`config.mk`:
```
export PLATFORM = sky130hd
export DESIGN_NAME = prbs_dac_mapper_flat
export DESIGN_NICKNAME = d
export VERILOG_FILES = /design/src/rtl/prbs_dac_mapper_if.sv /design/src/rtl/prbs_dac_mapper.sv /design/src/flat_wrapper.sv
export SDC_FILE = /design/constraint.sdc
export NUM_CORES = 1
export LEC_CHECK = 0
export BUFFER_PORTS_ARGS = -buffer_cell sky130_fd_sc_hd__buf_2
export CORE_UTILIZATION = 30
export DETAILED_ROUTE_END_ITERATION = 6
export GPL_ROUTABILITY_DRIVEN = 0
export PLACE_DENSITY = 0.54
export SLEW_MARGIN = 20
export SYNTH_ARGS = -nofsm -noshare
export SYNTH_HDL_FRONTEND = slang
export SYNTH_SLANG_ARGS = --single-unit
```
`constraint.sdc`:
```
create_clock -name dac_clk -period 7.05 [get_ports dac_clk]
set_input_delay 1.0575 -clock dac_clk [delete_from_list [all_inputs] [get_ports dac_clk]]
set_output_delay 1.0575 -clock dac_clk [all_outputs]
set_load 0.02 [all_outputs]
```
`src/rtl/prbs_dac_mapper_if.sv`:
```
// Signal bundle between the PRBS source / register block and the DAC mapper.
// bit_valid is a one-cycle qualifier for bit_in with no ready: every pulse is consumed on that clock.
interface prbs_dac_mapper_if #(
    parameter int DAC_W  = 14,
    parameter int FRAC_W = 8
);
    logic                    enable;
    logic                    bit_in;
    logic                    bit_valid;
    logic                    polarity_inv;
    logic [DAC_W-1:0]        level_high;
    logic [DAC_W-1:0]        level_low;
    logic [DAC_W+FRAC_W-1:0] edge_step;
    logic [DAC_W-1:0]        dac_data;
    logic                    edge_busy;
    logic [31:0]             edge_count;
    logic [1:0]              state_dbg;

    modport master (
        output enable, bit_in, bit_valid, polarity_inv, level_high, level_low, edge_step,
        input  dac_data, edge_busy, edge_count, state_dbg
    );

    modport slave (
        input  enable, bit_in, bit_valid, polarity_inv, level_high, level_low, edge_step,
        output dac_data, edge_busy, edge_count, state_dbg
    );
endinterface

```
`src/rtl/prbs_dac_mapper.sv`:
```
// Maps the raw PRBS bit stream to DAC codes with a programmable linear edge ramp.
// acc holds the DAC code with FRAC_W fractional bits; dac_data is its integer part.
module prbs_dac_mapper #(
    parameter int DAC_W  = 14,
    parameter int FRAC_W = 8
) (
    input  logic             dac_clk,
    input  logic             reset_n,
    prbs_dac_mapper_if.slave bus
);
    localparam int AW = DAC_W + FRAC_W;

    localparam logic [1:0] ST_IDLE = 2'd0;
    localparam logic [1:0] ST_HOLD = 2'd1;
    localparam logic [1:0] ST_RAMP = 2'd2;

    logic [1:0]    state_q, state_d;
    logic [AW-1:0] acc_q, acc_d;
    logic          cur_bit_q, cur_bit_d;
    logic          edge_busy_q, edge_busy_d;
    logic [31:0]   edge_count_q, edge_count_d;

    logic             eb;
    logic             bit_change;
    logic             cur_bit_next;
    logic [DAC_W-1:0] tgt;
    logic [AW-1:0]    tgt_f;
    logic [AW-1:0]    low_f;
    logic [AW:0]      sum_ext;
    logic [AW-1:0]    diff;
    logic [AW-1:0]    step_acc;
    logic             step_done;

    assign eb         = bus.bit_in ^ bus.polarity_inv;
    assign bit_change = bus.enable && bus.bit_valid && (state_q != ST_IDLE) && (eb != cur_bit_q);

    // The target follows the bit captured this cycle, so a mid-ramp retarget steers at once.
    assign cur_bit_next = bit_change ? eb : cur_bit_q;
    assign tgt          = cur_bit_next ? bus.level_high : bus.level_low;
    assign tgt_f        = {tgt, {FRAC_W{1'b0}}};
    assign low_f        = {bus.level_low, {FRAC_W{1'b0}}};

    // One ramp step toward tgt_f; step_done means the target is reached this cycle.
    always_comb begin
        sum_ext   = {1'b0, acc_q} + {1'b0, bus.edge_step};
        diff      = acc_q - tgt_f;
        step_acc  = acc_q;
        step_done = 1'b0;
        if ((bus.edge_step == '0) || (acc_q == tgt_f)) begin
            step_done = 1'b1;
        end else if (acc_q < tgt_f) begin
            step_done = (sum_ext >= {1'b0, tgt_f});
            step_acc  = acc_q + bus.edge_step;
        end else begin
            step_done = (diff <= bus.edge_step);
            step_acc  = acc_q - bus.edge_step;
        end
    end

    always_comb begin
        state_d      = state_q;
        acc_d        = acc_q;
        cur_bit_d    = cur_bit_q;
        edge_count_d = edge_count_q + 32'(bit_change);
        if (!bus.enable) begin
            state_d   = ST_IDLE;
            acc_d     = low_f;
            cur_bit_d = 1'b0;
        end else begin
            case (state_q)
                ST_IDLE: begin
                    state_d   = ST_HOLD;
                    acc_d     = low_f;
                    cur_bit_d = 1'b0;
                end
                ST_HOLD: begin
                    cur_bit_d = cur_bit_next;
                    if (bit_change && !step_done) begin
                        state_d = ST_RAMP;
                        acc_d   = step_acc;
                    end else begin
                        acc_d = tgt_f;
                    end
                end
                ST_RAMP: begin
                    cur_bit_d = cur_bit_next;
                    if (step_done) begin
                        state_d = ST_HOLD;
                        acc_d   = tgt_f;
                    end else begin
                        acc_d = step_acc;
                    end
                end
                default: begin
                    state_d   = ST_IDLE;
                    acc_d     = low_f;
                    cur_bit_d = 1'b0;
                end
            endcase
        end
        edge_busy_d = (state_d == ST_RAMP);
    end

    always_ff @(posedge dac_clk) begin
        if (!reset_n) begin
            state_q      <= ST_IDLE;
            acc_q        <= '0;
            cur_bit_q    <= 1'b0;
            edge_busy_q  <= 1'b0;
            edge_count_q <= '0;
        end else begin
            state_q      <= state_d;
            acc_q        <= acc_d;
            cur_bit_q    <= cur_bit_d;
            edge_busy_q  <= edge_busy_d;
            edge_count_q <= edge_count_d;
        end
    end

    assign bus.dac_data   = acc_q[AW-1:FRAC_W];
    assign bus.edge_busy  = edge_busy_q;
    assign bus.edge_count = edge_count_q;
    assign bus.state_dbg  = state_q;
endmodule

```
`src/flat_wrapper.sv`:
```
// flat-port wrapper written by rule: the top's interface ports become plain ports
module prbs_dac_mapper_flat 
#(
    parameter int DAC_W  = 14,
    parameter int FRAC_W = 8
)
  (dac_clk, reset_n, bus_enable, bus_bit_in, bus_bit_valid, bus_polarity_inv, bus_level_high, bus_level_low, bus_edge_step, bus_dac_data, bus_edge_busy, bus_edge_count, bus_state_dbg);
  prbs_dac_mapper_if #(.DAC_W(DAC_W), .FRAC_W(FRAC_W)) bus_i ();
  input  logic dac_clk;
  input  logic reset_n;
  input wire logic [$bits(bus_i.enable)-1:0] bus_enable;
  input wire logic [$bits(bus_i.bit_in)-1:0] bus_bit_in;
  input wire logic [$bits(bus_i.bit_valid)-1:0] bus_bit_valid;
  input wire logic [$bits(bus_i.polarity_inv)-1:0] bus_polarity_inv;
  input wire logic [$bits(bus_i.level_high)-1:0] bus_level_high;
  input wire logic [$bits(bus_i.level_low)-1:0] bus_level_low;
  input wire logic [$bits(bus_i.edge_step)-1:0] bus_edge_step;
  output wire logic [$bits(bus_i.dac_data)-1:0] bus_dac_data;
  output wire logic [$bits(bus_i.edge_busy)-1:0] bus_edge_busy;
  output wire logic [$bits(bus_i.edge_count)-1:0] bus_edge_count;
  output wire logic [$bits(bus_i.state_dbg)-1:0] bus_state_dbg;
  assign bus_i.enable = bus_enable;
  assign bus_i.bit_in = bus_bit_in;
  assign bus_i.bit_valid = bus_bit_valid;
  assign bus_i.polarity_inv = bus_polarity_inv;
  assign bus_i.level_high = bus_level_high;
  assign bus_i.level_low = bus_level_low;
  assign bus_i.edge_step = bus_edge_step;
  assign bus_dac_data = bus_i.dac_data;
  assign bus_edge_busy = bus_i.edge_busy;
  assign bus_edge_count = bus_i.edge_count;
  assign bus_state_dbg = bus_i.state_dbg;
  prbs_dac_mapper #(.DAC_W(DAC_W), .FRAC_W(FRAC_W)) u_core (.dac_clk(dac_clk), .reset_n(reset_n), .bus(bus_i));
endmodule
```
# [After elaboration in Yosys (flattened, before gate mapping)]
# Index checks and enable logic that the tools add are counted.
[classes] n_reduce_logical=12 bitwise_logic=1 n_eq_ne=5 n_addsub=5 mux=14 n_lt_le_gt_ge=3
[ops] cell="$mux W22" n=5
[ops] cell="$pmux W22 S2" n=1
[ops] cell="$sub A22 B22 Y22" n=2
[ops] cell="$add A32 B1 Y32" n=1
[ops] cell="$add A22 B22 Y23" n=1
[ops] cell="$ge A23 B22 Y1" n=1
[ops] cell="$add A22 B22 Y22" n=1
[ops] cell="$eq A22 B22 Y1" n=1
[ops] cell="$le A22 B22 Y1" n=1
[ops] cell="$logic_not A22 Y1" n=1
[ops] cell="$lt A22 B22 Y1" n=1
[ops] cell="$mux W14" n=1
[ops] cell="$mux W2" n=3
[ops] cell="$pmux W2 S3" n=1
[ops] cell="$eq A2 B2 Y1 const B" n=2
[ops] cell="$logic_and A1 B1 Y1" n=4
[ops] cell="$mux W1" n=3
[ops] cell="$reduce_and A3 Y1" n=1
[ops] cell="$eq A2 B1 Y1 const B" n=1
[ops] cell="$logic_not A2 Y1" n=1
[ops] cell="$reduce_and A2 Y1" n=1
[ops] cell="$reduce_bool A2 Y1" n=1
[ops] cell="$reduce_or A2 Y1" n=1
[ops] cell="$logic_not A1 Y1" n=1
[ops] cell="3 further kinds" n=3
[word_totals] register_bits=58 wordCells=46 input_bits=56 output_inout_bits=49

# [Logic depth before layout (Yosys ltp)]
[depth] depth_word=15 depth_mapped=32 depth_no_buf=29

# [Least setup slack after synthesis]
# Ideal clock, no wire load.
[synth_timing] path_type="input -> register" from="input bus_polarity_inv" to="register u_core.acc_q[21]" arrival_time_ps=6333 path_buffers=1 slack_ps=599 required_time_ps=6931 path_stages=27 cell_sequence="xnor2_2 > mux2_2 > o21ai_1 > xnor2_1 > inv_1 > ha_1 > a31oi_1 > o21ai_0 > maj3_2 > a221oi_4 > o21a_1 > clkbuf_1 > nand2_1 > o21ai_0 > inv_1 > ha_1 > nor2b_1 > o31a_1 > o311ai_0 > nand2_1 > o211ai_1 > nand2_1 > a31oi_1 > o21ai_0 > xnor2_1 > a22oi_1 > o221a_1"
[synth_between] elab_chain_len=14 elab_cells_between_ends=21
[synth_rtl] element="start: declaration" line_no="flat_wrapper.sv:14" rtl="input wire logic [$bits(bus_i.polarity_inv)-1:0] bus_polarity_inv;"
[synth_rtl] element="$xor A1 B1 Y1 (*)" line_no="prbs_dac_mapper.sv:34" rtl="assign eb = bus.bit_in ^ bus.polarity_inv;"
[synth_rtl] element="$ne A1 B1 Y1" line_no="prbs_dac_mapper.sv:35" rtl="assign bit_change = bus.enable && bus.bit_valid && (state_q != ST_IDLE) && (eb != cur_bit_q);"
[synth_rtl] element="$logic_and A1 B1 Y1" line_no="prbs_dac_mapper.sv:35"
[synth_rtl] element="$mux W1" line_no="prbs_dac_mapper.sv:38" rtl="assign cur_bit_next = bit_change ? eb : cur_bit_q;"
[synth_rtl] element="$mux W14" line_no="prbs_dac_mapper.sv:39" rtl="assign tgt = cur_bit_next ? bus.level_high : bus.level_low;"
[synth_rtl] element="$sub A22 B22 Y22" line_no="prbs_dac_mapper.sv:46" rtl="diff = acc_q - tgt_f;"
[synth_rtl] element="$le A22 B22 Y1" line_no="prbs_dac_mapper.sv:55" rtl="step_done = (diff <= bus.edge_step);"
[synth_rtl] element="$mux W1" line_no="prbs_dac_mapper.sv:51" rtl="end else if (acc_q < tgt_f) begin"
[synth_rtl] element="$mux W1" line_no="prbs_dac_mapper.sv:49" rtl="if ((bus.edge_step == '0) || (acc_q == tgt_f)) begin"
[synth_rtl] element="$logic_not A1 Y1" line_no="prbs_dac_mapper.sv:78" rtl="if (bit_change && !step_done) begin"
[synth_rtl] element="$logic_and A1 B1 Y1" line_no="prbs_dac_mapper.sv:78"
[synth_rtl] element="$mux W22" line_no="prbs_dac_mapper.sv:78"
[synth_rtl] element="$pmux W22 S2 (*)" line_no="prbs_dac_mapper.sv:70" rtl="case (state_q)"
[synth_rtl] element="$mux W22 (*)" line_no="prbs_dac_mapper.sv:65" rtl="if (!bus.enable) begin"
[synth_rtl] element="end signal: assignment" line_no="prbs_dac_mapper.sv:107" rtl="acc_q <= '0;"
[synth_rtl] element="end signal: assignment" line_no="prbs_dac_mapper.sv:113" rtl="acc_q <= acc_d;"
[synth_rtl] element="end: declaration" line_no="prbs_dac_mapper.sv:18" rtl="logic [AW-1:0] acc_q, acc_d;"
# Mark *: on every way between the ends. The rest lies on a longest branch, timed or not.
# A chain may end at the register's enable or synchronous reset.

# [Worst setup path in the final report]
[layout_timing] from="input bus_enable" to="register u_core.acc_q[18]"
[layout_between] elab_chain_len=14 elab_cells_between_ends=21
[layout_rtl] element="start: declaration" line_no="flat_wrapper.sv:11" rtl="input wire logic [$bits(bus_i.enable)-1:0] bus_enable;"
[layout_rtl] element="$logic_and A1 B1 Y1 (3 in series)" line_no="prbs_dac_mapper.sv:35"
[layout_rtl] element="$mux W1" line_no="prbs_dac_mapper.sv:38"
[layout_rtl] element="$mux W14" line_no="prbs_dac_mapper.sv:39"
[layout_rtl] element="$sub A22 B22 Y22" line_no="prbs_dac_mapper.sv:46"
[layout_rtl] element="$le A22 B22 Y1" line_no="prbs_dac_mapper.sv:55"
[layout_rtl] element="$mux W1" line_no="prbs_dac_mapper.sv:51"
[layout_rtl] element="$mux W1" line_no="prbs_dac_mapper.sv:49"
[layout_rtl] element="$logic_not A1 Y1" line_no="prbs_dac_mapper.sv:78"
[layout_rtl] element="$logic_and A1 B1 Y1" line_no="prbs_dac_mapper.sv:78"
[layout_rtl] element="$mux W22" line_no="prbs_dac_mapper.sv:78"
[layout_rtl] element="$pmux W22 S2" line_no="prbs_dac_mapper.sv:70"
[layout_rtl] element="$mux W22 (*)" line_no="prbs_dac_mapper.sv:65"
# Marks and branches as above.

==> metrics.yaml <==
synth_common_cells: "89 x ha_1, 76 x xnor2_1, 63 x nand2_1, 63 x nor2_1, 58 x dfxtp_1"
outcome: "finished clean"
std_cell_rows: 56
syn_nets: 1073
routedWlPerCell_um: 17.6
clock.fmax_mhz: 151
worst-path-max-fanout: 12
grt_max_degree: 43
synth_cell_type_count: 84
ir_drop_mv: 0.0947
clock-sinks: 58
setup_viol: 0
hpwl_um: 19700
final_cells: 1355
die_height_um: 159
drc_errors: 0
grt_pass1_wl_um: 36500
synth_ff_type: "dfxtp_1"
required_ns: 7.32
die-area_um2: 25100
rr_worst_depth: 23
hold_depth: 2
yosys_warnings: 0
grt_use_total: 0.191
end_kind: "register"
yosysSeqAreaShare: 0.158
layout_min_cycle_time_ns: 6.60
initial_core_util: 0.310
finalHoldViolCount: 0
antenna_found_initial: 1
synth_top_cell_area_share: 0.158
cts_tree: "built"
synthArstFlopShare: 0
utilization: 0.363
clkTransAtPathRegs_ns: 0.06
power_frac_comb: 0.436
avgSynthCellArea_um2: 7.94
htree_levels: 3
die_w_um: 159
ctsHoldBuffers: 0
cts_buffer_depth: 2
crit_type: "input pin to register"
timing.rr.start: "u_core.bus.state_dbg[0]"
dpl.cell_count: 1338
arrival_ns: 6.87
tns_ns: 0
io_pins: 105
clock_skew_ns: 0.0139
yosysTopAreaCell: "dfxtp_1"
drt-total-wl_um: 23900
reg2reg_slack_ns: 0.47
reg2reg_to: "u_core.acc_q[18]"
hold_class: "register to register"
io_buffers: 104
synthTopCellsByArea: "dfxtp_1 16%, ha_1 15%, xnor2_1 9.0%"
slew_headroom: 0.276
grt_overflow: 0
drv_slew: 0
synthCells: 926
drt-pass1-iter-count: 5
min_from: "u_core.bus.edge_count[11]"
nNetsFinal: 1177
internal-power_mw: 0.932
synthMostInstantiatedCell: "ha_1"
syn2layout_area_growth_pct: 17.2
post_cts_buffers: 0
worstMarginPinSlew_ns: 1.06
p_sw_frac: 0.380
drive_above_1_share: 0.172
root_buffer: "clkbuf_16"
grt_pass1_vias: 6790
clkPwrFrac: 0.332
drtIter0Drc: 525
numCtsBuffers: 9
p_leak_nw: 3.91
synth_edf_count: 0
ant_nets: 0
hold-path-endpoint: "u_core.bus.edge_count[11]"
route.vias.total: 7223
p_seq_frac: 0.232
p_per_area_nw_per_um2: 174
critPathLaunchType: "input pin"
ys_ff_latch: 58
syn_area_um2: 7360
setup.worst_path.start: "bus_enable"
drv_cap: 0
viasPerCell: 5.33
switching_power_mw: 0.571
insertion_delay_ns: 0.35
period_share: 0.937
rsz0062_at_grt: "no"
core_area_um2: 23800
logic make-up (layout without fill, tap and decap cells):
group,after synthesis,after routing,synth area share
and+or+nand+nor,304,304,0.216
xor gates and xnor gates,97,97,0.117
other,0,1,0
muxes,29,29,0.0458
buffers and inverters,92,201,0.0573
DFF,58,58,0.158
AOI/OAI and AO/OA,253,253,0.246
adders and majority gates,93,93,0.160
worst max-delay path, stage by stage:
cell       delay, ns
buf_2           0.19
and3b_1         0.31
mux2_4          0.34
buf_4           0.22
mux2i_1         0.19
ha_1            0.43
nand4_1         0.23
or4_1           0.62
o21ai_2         0.29
nor2_1          0.10
xnor2_1         0.14
ha_1            0.32
nor2b_1         0.17
o31a_1          0.27
o2111ai_1       0.27
a31oi_1         0.16
o31a_1          0.33
o41a_1          0.42
xor2_1          0.15
nand2b_1        0.13
mux2_1          0.31
o211ai_1        0.18
metal layers:
layer	global-route usage	wire length [um]
met1	0.256	11400
met2	0.310	10800
met3	0.0313	1270
met4	0.0618	448
met5	0	0
final cells by class:
| type | count | area (um^2) |
|---|---|---|
| fillers | 2489 | 15100 |
| multi-input cells | 776 | 5770 |
| flip-flops and latches | 58 | 1160 |
| repair buffers | 133 | 763 |
| well taps | 319 | 399 |
| clock buffers | 10 | 239 |
| inverters | 52 | 195 |
| clock inverters | 6 | 88.8 |
| diodes | 1 | 2.50 |
layout by cell type (no fill, tap or decap), drive strengths merged, types with 10 or more instances in the layout:
cell / netlist / layout
a21oi: 59 / 59
o31ai: 11 / 11
nor3: 14 / 14
a21o: 25 / 25
nand2: 64 / 64
xor2: 20 / 20
or3: 10 / 10
dfxtp: 58 / 58
o21bai: 11 / 11
buf: 23 / 133
mux2i: 21 / 21
nand2b: 13 / 13
nor2: 64 / 64
xnor2: 77 / 77
inv: 52 / 53
and2: 37 / 37
o21ai: 42 / 42
ha: 89 / 89
clkbuf: 17 / 10
nand3: 28 / 28
nor2b: 13 / 13
nand4: 18 / 18
o21a: 13 / 13
o211ai: 10 / 10
what timing repair did:
item	in CTS	in global routing
gates resized for setup	0	1
endpoints found under the hold margin	0	0
endpoints found under the setup margin	0	1
flip-flops by register name, summed over array words and instances (netlist names):
| register | count |
|---|---|
| u_core.bus.state_dbg | 2 |
| u_core.bus.edge_count | 32 |
| u_core.bus.edge_busy | 1 |
| u_core.cur_bit_q | 1 |
| u_core.acc_q | 22 |
worst max path at each step:
| stage | to | slack (ns) | depth (start not counted) |
|---|---|---|---|
| 2_1_floorplan | u_core.acc_q[21] | 0.60 | 27 |
| 3_3_place_gp | u_core.acc_q[18] | 0.30 | 22 |
| 3_5_place_dp | u_core.acc_q[21] | 0.15 | 23 |
| 4_1_cts | u_core.acc_q[21] | 0.48 | 23 |
| 5_1_grt | u_core.acc_q[21] | 0.07 | 29 |
| 6_report | u_core.acc_q[18] | 0.45 | 22 |
power by group through the flow:
stage	sequential [mW]	combinational, mW	clock (mW)
CTS	0.349	0.648	0.506
finish	0.349	0.655	0.499
floorplan	0.349	0.467	0
detailed placement	0.356	0.644	0
global route	0.350	0.722	0.523
global placement	0.356	0.647	0
stage by stage:
step           cell area (um^2)  hold WS, ns  power [mW]  worst slack (ns)
2_1_floorplan              7360        0.504       0.816             0.599
3_3_place_gp               8290        0.487        1.00             0.300
3_5_place_dp               8290        0.508        1.00             0.154
4_1_cts                    8620        0.517        1.50             0.477
5_1_grt                    8620        0.549        1.59            0.0692
6_report                   8620        0.513        1.50             0.446
Power figures use the tool's default switching activity.
